===== config.mk =====
export PLATFORM = sky130hd
export DESIGN_NAME = cmp_scan_scheduler
export DESIGN_NICKNAME = d
export VERILOG_FILES = /design/src/rtl/cmp_scan_scheduler.sv
export SDC_FILE = /design/constraint.sdc
export NUM_CORES = 1
export LEC_CHECK = 0
export CORE_AREA = 4 4 116 107
export CTS_BUF_LIST = sky130_fd_sc_hd__clkbuf_8 sky130_fd_sc_hd__clkbuf_16
export DETAILED_ROUTE_END_ITERATION = 12
export DIE_AREA = 0 0 120 111
export PLACE_DENSITY = 0.85
export SETUP_SLACK_MARGIN = 0.1
export SLEW_MARGIN = 40
export SYNTH_ARGS = -nofsm -noshare
export SYNTH_HDL_FRONTEND = slang
export SYNTH_SLANG_ARGS = --single-unit
export TNS_END_PERCENT = 5

===== constraint.sdc =====
create_clock -name sample_clk -period 3.11 [get_ports sample_clk]
set_input_delay 0.622 -clock sample_clk [delete_from_list [all_inputs] [get_ports sample_clk]]
set_output_delay 0.622 -clock sample_clk [all_outputs]
set_load 0.01 [all_outputs]

===== src/rtl/cmp_scan_scheduler.sv =====
// Round-robin comparator pad scanner: drive, settle, capture 72 samples,
// then emit one 80-bit header+payload word over a valid/ready handshake.
module cmp_scan_scheduler #(
    parameter int NUM_PADS      = 3,
    parameter int DRIVE_CYCLES  = 4,
    parameter int SETTLE_CYCLES = 2
) (
    input  logic                sample_clk,
    input  logic                sample_rst_n,
    input  logic                enable,
    input  logic [NUM_PADS-1:0] pad_mask,
    input  logic [NUM_PADS-1:0] cmp_data,
    output logic                T,
    output logic                D,
    output logic [79:0]         tx_data,
    output logic                tx_valid,
    input  logic                tx_ready,
    output logic [1:0]          cur_pad,
    output logic                busy,
    output logic                word_done
);

    typedef enum logic [2:0] {
        IDLE, SELECT, DRIVE, SETTLE, CAPTURE, EMIT
    } state_t;

    state_t      state, state_n;
    logic [7:0]  cnt, cnt_n;
    logic [1:0]  last_pad, seq, next_pad, idx2;
    logic        have_pad, sample_bit, accept;
    logic [71:0] shift, shift_n;
    logic [3:0]  mask_ext, cmp_ext;
    int          idx;

    assign mask_ext = 4'(pad_mask);
    assign cmp_ext  = 4'(cmp_data);
    assign busy     = (state != IDLE);

    // Nearest set mask bit strictly after last_pad, wrapping; lowest k wins.
    always_comb begin
        next_pad = '0;
        have_pad = 1'b0;
        idx      = 0;
        idx2     = '0;
        for (int k = NUM_PADS; k >= 1; k--) begin
            idx  = (int'(last_pad) + k) % NUM_PADS;
            idx2 = 2'(idx);
            if (mask_ext[idx2]) begin
                next_pad = idx2;
                have_pad = 1'b1;
            end
        end
    end

    always_comb begin
        state_n    = state;
        cnt_n      = cnt;
        accept     = (state == EMIT) && tx_valid && tx_ready;
        sample_bit = cmp_ext[cur_pad];
        shift_n    = {shift[70:0], sample_bit};
        unique case (state)
            IDLE: begin
                if (enable && (|pad_mask))
                    state_n = SELECT;
            end
            SELECT: begin
                if (enable && have_pad) begin
                    state_n = DRIVE;
                    cnt_n   = 8'(DRIVE_CYCLES - 1);
                end else begin
                    state_n = IDLE;
                end
            end
            DRIVE: begin
                if (cnt == 8'd0) begin
                    state_n = SETTLE;
                    cnt_n   = 8'(SETTLE_CYCLES - 1);
                end else begin
                    cnt_n = cnt - 8'd1;
                end
            end
            SETTLE: begin
                if (cnt == 8'd0) begin
                    state_n = CAPTURE;
                    cnt_n   = 8'd71;
                end else begin
                    cnt_n = cnt - 8'd1;
                end
            end
            CAPTURE: begin
                if (cnt == 8'd0)
                    state_n = EMIT;
                else
                    cnt_n = cnt - 8'd1;
            end
            EMIT: begin
                if (accept)
                    state_n = SELECT;
            end
            default: state_n = IDLE;
        endcase
    end

    always_ff @(posedge sample_clk) begin
        if (!sample_rst_n) begin
            state     <= IDLE;
            cnt       <= '0;
            T         <= 1'b1;
            D         <= 1'b0;
            tx_data   <= '0;
            tx_valid  <= 1'b0;
            cur_pad   <= '0;
            word_done <= 1'b0;
            seq       <= '0;
            last_pad  <= 2'(NUM_PADS - 1);
            shift     <= '0;
        end else begin
            state     <= state_n;
            cnt       <= cnt_n;
            // Registered drive pins follow the state being entered.
            T         <= (state_n != DRIVE);
            D         <= (state_n == DRIVE);
            word_done <= accept;
            if (state == SELECT && state_n == DRIVE) begin
                cur_pad  <= next_pad;
                last_pad <= next_pad;
            end
            if (state == CAPTURE)
                shift <= shift_n;
            if (state == CAPTURE && state_n == EMIT) begin
                tx_data  <= {4'hA, cur_pad, seq, shift_n};
                tx_valid <= 1'b1;
            end
            if (accept) begin
                tx_valid <= 1'b0;
                seq      <= seq + 2'd1;
            end
        end
    end

endmodule


==> results of run 1 <==
[final cells by class]
class,count,share of cell area [%]
Sequential cell,168,42.1
Multi-Input combinational cell,573,34.3
Timing Repair Buffer,107,13.3
Clock buffer,19,5.67
Tap cell,156,2.45
Clock inverter,12,1.60
Inverter,10,0.502
[synthesized netlist by cell type (2+ instances only)]
library cell,instances,area share (%)
a211oi_1,2,0.23
nor2_1,23,1.3
or3_1,4,0.39
o211ai_1,5,0.58
mux2i_1,2,0.31
a21oi_1,156,12
inv_1,9,0.53
nor4_1,2,0.19
o31ai_1,2,0.23
nand2_1,301,18
buf_4,5,0.58
a41o_1,2,0.31
buf_2,15,1.2
buf_6,6,1.1
nor2b_1,7,0.68
o221a_2,2,0.35
ha_1,6,1.2
nor3_1,5,0.39
clkbuf_1,31,1.8
xnor2_1,2,0.27
o22ai_1,2,0.19
o21ai_0,9,0.70
nand2b_1,4,0.39
a311oi_1,2,0.27
a22o_1,2,0.27
nand4_1,2,0.19
dfxtp_1,168,52
a31oi_1,7,0.68
[layer usage]
layer | track usage, % | share of wire, % | vias to the layer above
met5 | 0 | 0 | -
met4 | 6.79 | 1.2 | 0
met3 | 5.41 | 5.8 | 17
met2 | 34.9 | 48 | 174
met1 | 29.5 | 45 | 2590
li1 | - | - | 2803
[final timing paths]
check	to	slack [ns]	from	cells past startpoint
worst min-delay path	tx_data[72]$_SDFFE_PN0P_	0.45	seq[0]$_SDFFE_PN0P_	2
worst max register to register	cnt[1]$_SDFFE_PN0P_	0.74	cur_pad[0]$_SDFFE_PN0P_	7
worst min register to register	tx_data[72]$_SDFFE_PN0P_	0.45	seq[0]$_SDFFE_PN0P_	2
worst max-delay path	busy	0.70	state[0]$_SDFF_PN0_	2
[cells by family after synthesis]
family / Yosys count
and+or+nand+nor: 358
buffers and inverters: 67
DFF: 168
muxes: 2
other: 1
xor gates and xnor gates: 3
AOI/OAI and AO/OA: 202
adders and majority gates: 6
[per-stage QoR]
step                power [mW]  cells  hold slack (ns)  utilization, %  worst slack (ns)
floorplan                 2.54    808            0.432               -              1.01
global placement          2.64   1014            0.442            65.8             0.515
detailed placement        2.64   1014            0.446            65.8             0.502
CTS                       4.68   1045            0.454            71.0             0.684
global route              4.83   1045            0.474            71.0             0.622
finish                    4.65   1045            0.450            71.0             0.696
[state kept, by name, indices dropped and copies added (netlist names), 2 cells and up]
signal / cells
seq: 2
state: 3
tx_data: 77
cur_pad: 2
cnt: 8
shift: 71
[critical path, delay by kind of cell, from the launching register on]
kind | cells | cell delay, ns
AND/OR/NAND/NOR | 1 | 0.42
flip-flops | 1 | 0.47
buffers and inverters | 1 | 0.49
[power by group]
part           switching (mW)  total [mW]  internal [mW]
Sequential             0.0329        2.21           2.17
Combinational           0.253       0.397          0.145
Clock                   0.827        2.05           1.22
Total                    1.11        4.65           3.54
[cells in the final DEF, fill, tap and decap left out, types with 5 or more instances in the layout]
| cell | count |
|---|---|
| nand2_1 | 300 |
| buf_4 | 11 |
| inv_1 | 12 |
| nor2_1 | 23 |
| clkdlybuf4s50_1 | 94 |
| o21ai_0 | 9 |
| o211ai_1 | 5 |
| a21oi_1 | 156 |
| dfxtp_1 | 168 |
| nor3_1 | 5 |
| nor2b_1 | 7 |
| clkbuf_16 | 17 |
| ha_1 | 6 |
| a31oi_1 | 7 |
==> impl_results.md, run 1 <==
* Yosys Warn Count at 0
* Initial antenna violation count at 0
* Clk sink count at 168
* Clock slew at reported path FFs at around 0.060 ns
* Clock buffer depth at 2
* Number of enable flip-flop cells after synthesis at 0
* Yosys cell types at 52
* Setup-failing EPs final at 0
* Synth Area in Simple Gates at a little under a quarter
* TritonRoute pass-1 iters at 5
* Worst path arrival time at 1.79 ns
* Fin crit share at 77.6%
* IO Count at between 90 and 100
* Core ar. at 11200 sq um
* CTS buffer count at 17
* Worst Path Max Fanout at 14
* Die Height at 111 um
* Synthesized area at 6420 sq um
* Share of layout cells above drive strength 1 at 5.96%
* Mux contribution to synthesized area at less than 1%
* RD Place Congestion at 0.898
* Leak pwr at 2.68 nW
* Drt drc at 0
* Post-synthesis sequential area ratio at 52.4%
* Setup TNS at 0 ns
* Clk_lat worst skew at 0.41 ns
* Placed cell areas at 7400 sq um
* Post-CTS resize count at 0
* WL final at 14.4 mm
* Post-DRT Antenna Nets at 0
* Final max-slew violation count at 0
* Cts-stage hold buffer count at 0
* Most common flop cell mapped by yosys: dfxtp_1
* Dpl hpwl at 8.99 mm
* Root Buffer: clkbuf_16
* Worst Tran Pin Value at just under 0.6 ns
* Filler instances at roughly 870
* Number of global-route vias before repair at 5243
* FF/Latch Area at 3360 sq um
* Max-Cap Viols at 0
* Complex-gate fraction of the synthesized area at between 10% and 20%
* Die footprint at 13300 sq um
* Slowest stage delay, CP at 0.49 ns
* Post-Synth Adder-Cell Area at 1.17%
* Via-to-Cell Ratio at 5.34
* Area Growth Syn to Fin at 24.3%
* Initial cell density of the core at about 57%
* Fin. Hold Viols at 0
* Pin count of the biggest net entering global routing at 56
* Master of the slowest instance on the critical path: clkdlybuf4s50_1
* Cell-by-cell trace of the critical path: or3_1, clkdlybuf4s50_1
* Min cycle time layout at around 2.4 ns
* # diodes at 0
* Largest family of logic cells by synthesized area: simple AND/OR/NAND/NOR gates
* Syn Area/Cell at a little under 8 sq um
* Worst endpoint required time at 2.49 ns
* Vias after detailed routing at 5584
* Xor and xnor area share after synthesis at less than 1%
* CP Launch Type: flip-flop
* Layout net count at 893
* Setup CP Type: reg -> out
* Status: complete, no violations
* First-pass GRT wire length at 24.5 mm
* FFs w/ async S/R, synth at 0%
* FP Rows at 37
* Setup bufs post-CTS at 0
* Clock skew at 0.00881 ns
* Worst vdd ir at between 300 and 400 uV
* Global route overflow at 0
* Pwr Density at ~580 nW/um^2
* Final instance area at 7980 sq um
* Wire per inst at 13.8 um
* Peak Freq at ~0.41 GHz
* CTS tree: done
* RSZ-0062 raised after global routing: no
* CP endpoint kind: primary output
* Synth Register Bits at 168
* H-tree levels at 4
* Multi-input gate area at 2740 sq um
* Port bufs at 94
* Mapped Cells at between 800 and 900
* DRT iter0 DRCs at 436
* Die Width at between 100 and 150 um
* Total GRT Usage at 22.0%
* Worst slew margin relative to its limit at between 60% and 70%
* Min-delay worst type: reg -> reg
Note: power is estimated with default switching activity, not from simulation.
==> inputs of run 2 (changes only) <==
--- a/config.mk
+++ b/config.mk
@@ -5,11 +5,11 @@
 export SDC_FILE = /design/constraint.sdc
 export NUM_CORES = 1
 export LEC_CHECK = 0
-export CORE_AREA = 4 4 116 107
+export CORE_AREA = 4 4 127 117
 export CTS_BUF_LIST = sky130_fd_sc_hd__clkbuf_8 sky130_fd_sc_hd__clkbuf_16
 export DETAILED_ROUTE_END_ITERATION = 12
-export DIE_AREA = 0 0 120 111
-export PLACE_DENSITY = 0.85
+export DIE_AREA = 0 0 131 121
+export PLACE_DENSITY = 0.75
 export SETUP_SLACK_MARGIN = 0.1
 export SLEW_MARGIN = 40
 export SYNTH_ARGS = -nofsm -noshare
==> constraint.sdc (replaced) <==
create_clock -name sample_clk -period 2.1 [get_ports sample_clk]
set_input_delay 0.42 -clock sample_clk [delete_from_list [all_inputs] [get_ports sample_clk]]
set_output_delay 0.42 -clock sample_clk [all_outputs]
set_load 0.01 [all_outputs]
==> run 2 against run 1 <==
  * Clock skew fell by 0.0013 ns
  * First-iteration DRC count shrank 2.3%
  * Sequential power grew 48%
  * Sequential share of layout area decreased by 2.2 points
  * Setup slack worse by 0.59 ns
  * Largest power group is now clock
  * Highest routed layer unchanged
==> impl_results.md, run 2 (synthesis results as in run 1) <==
* Status: complete, no violations
* WL final at 15.4 mm (+7.0%)
* Post-DRT Antenna Nets at 0 (unchanged)
* Global route overflow at 0 (unchanged)
* Setup CP Type: reg -> reg
* Clock skew at 0.00748 ns (-0.00132 ns)
* Area Growth Syn to Fin at 31.4%
* Fin crit share at 94.9%
* WL met2 at 7.22 mm (+5.1%)
* Die Width at 131 um (+9.2%)
* Pwr Density at 867 nW/um^2 (+49%)
* Commonest non-fill, non-tap cell in the layout: nand2_1
* Wire length on met1 at 7.34 mm (+13%)
* Layout net count at 920 (+3.0%)
* Master of the slowest instance on the critical path: or4b_4
* Placed cells at 1050 (+3.6%)
* Setup-failing EPs final at 0 (unchanged)
* Clk_lat worst skew at 0.42 ns (about the same)
* Core ar. at 13700 sq um (+22%)
* Initial antenna violation count at 0 (unchanged)
* Final max-slew violation count at 0 (unchanged)
* Worst endpoint required time at 2.39 ns (-0.10 ns)
* Clock buffer depth at 2 (unchanged)
* Min cycle time layout at roughly 2 ns
* Number of global-route vias before repair at 5134 (-2.1%)
* Min-delay worst type: reg -> reg
* Clk sink count at 168 (unchanged)
* CTS buffer count at 17 (unchanged)
* CP endpoint kind: flip-flop
* Wire per inst at 14.1 um (+2.7%)
* Pre-CTS setup slack at -0.0475 ns (-0.549 ns)
* Port bufs at 94 (unchanged)
* Root Buffer: clkbuf_16
* Final instance area at 8440 sq um (+5.7%)
* H-tree levels at 4 (unchanged)
* Largest Register: tx_data
* Dpl hpwl at 9.42 mm (+4.9%)
* Min Hold Slack at 0.451 ns (+0.000905 ns)
* DRT iter0 DRCs at 426 (-2.3%)
* Max-Cap Viols at 0 (unchanged)
* CP Launch Type: flip-flop
* Fin. Hold Viols at 0 (unchanged)
* Total GRT Usage at 18.8% (-3.2 points)
* Leak pwr at 2.89 nW (+7.8%)
* Die footprint at 15900 sq um (+19%)
* Setup WS post-layout at 0.108 ns (-0.588 ns)
* Highest metal used: met4
* Worst vdd ir at 593 uV (+51%)
* Filler instances at 1193 (+38%)
* # diodes at 0 (unchanged)
* RD Place Congestion at 0.838 (-6.7%)
* Peak Freq at 0.502 GHz
* Routed wl met3 at 726 um (-12%)
* Total power at 7.31 mW (+57%)
* FP Rows at 41 (+11%)
* Worst Path Max Fanout at 7 (-7)
* Slowest stage delay, CP at 0.52 ns (+0.03 ns)
* Non-Filler Instances at 1088 (+4.1%)
* Top Registers: tx_data: 77 flops, shift: 71 flops, cnt: 8 flops
* First-pass GRT wire length at 24.3 mm (-1.0%)
* Cell-by-cell trace of the critical path: inv_1, ha_1, or4b_4, nor2_8, buf_4, nor2_1, o21ai_0, a31oi_1
* CTS tree: done
* Clock slew at reported path FFs at 0.06 ns (about the same)
* Worst path arrival time at 2.28 ns (+0.49 ns)
* Pin count of the biggest net entering global routing at 67 (+20%)
* Share of layout cells above drive strength 1 at 10.5% (+4.5 points)
* Via-to-Cell Ratio at 5.23 (-2.2%)
* RSZ-0062 raised after global routing: yes
* TritonRoute pass-1 iters at 6 (+1)
* IO Count at 97 (unchanged)
* Drt drc at 0 (unchanged)
* Placed cell areas at 7650 sq um (+3.3%)
* Vias after detailed routing at 5688 (+1.9%)
* Initial cell density of the core at 46.9% (-10 points)
* Max reg flops at 77 (unchanged)
* Commonest non-fill, non-tap cells in the layout: nand2_1 (298), dfxtp_1 (165), a21oi_1 (156)
* Die Height at 121 um (+9.0%)
[run 2: cell types whose count changed in the layout (fill, tap and decap cells not counted), moves of 3 or more]
| cell | delta |
|---|---|
| buf_4 | +15 |
| inv_1 | -6 |
| buf_12 | +5 |
| buf_6 | +5 |
| dfxtp_1 | -3 |
[run 2: power breakdown]
group / internal (mW) / switching (mW)
Clock: 2.08 / 1.24
Sequential: 3.22 / 0.0433
Combinational: 0.304 / 0.426
Total: 5.60 / 1.71
[run 2: worst max-delay path: cells and delay by family, from the launching register on]
family / cells / cell delay [ns]
AND/OR/NAND/NOR: 3 / 0.80
flip-flops: 1 / 0.34
AO/OA/AOI/OAI: 2 / 0.32
buffers and inverters: 2 / 0.23
adder cells (fa/ha/maj): 1 / 0.18
[run 2: repair_timing]
| item | 4_1_cts | 5_1_grt |
|---|---|---|
| buffers inserted | 0 | 3 |
| hold buffers | 0 | 0 |
| endpoints found under the setup margin | 11 | 82 |
| gates cloned | 0 | 4 |
| pin swaps | 0 | 8 |
| gates resized for setup | 2 | 17 |
[run 2: layout make-up]
cell class	count	area (sq um)	area share, %
Sequential cell	168	3370	40.0
Multi-Input combinational cell	573	2790	33.0
Timing Repair Buffer	134	1380	16.4
Clock buffer	20	467	5.53
Tap cell	172	215	2.55
Clock inverter	11	170	2.02
Inverter	10	42.5	0.504
[run 2: worst paths after layout]
check / from / to / slack, ns / cells after the start
max reg2reg: cnt[1]$_SDFFE_PN0P_ / cnt[4]$_SDFFE_PN0P_ / 0.11 / 8
max: cnt[1]$_SDFFE_PN0P_ / cnt[4]$_SDFFE_PN0P_ / 0.11 / 8
min: tx_data[43]$_SDFFE_PN0P_ / tx_data[43]$_SDFFE_PN0P_ / 0.45 / 2
min reg2reg: tx_data[43]$_SDFFE_PN0P_ / tx_data[43]$_SDFFE_PN0P_ / 0.45 / 2
[run 2: metal layers]
layer / up-vias / global-route usage [%]
met2: 151 / 29.1
met5: - / 0
met3: 12 / 4.62
met4: 0 / 5.40
met1: 2661 / 26.1
li1: 2864 / -
[run 2: metrics by stage]
step	TNS (ns)	util [%]
after floorplan	0	-
after global placement	-0.122	55.8
after detailed placement	-0.274	55.8
after CTS	0	60.5
after global routing	0	61.6
final	0	61.6
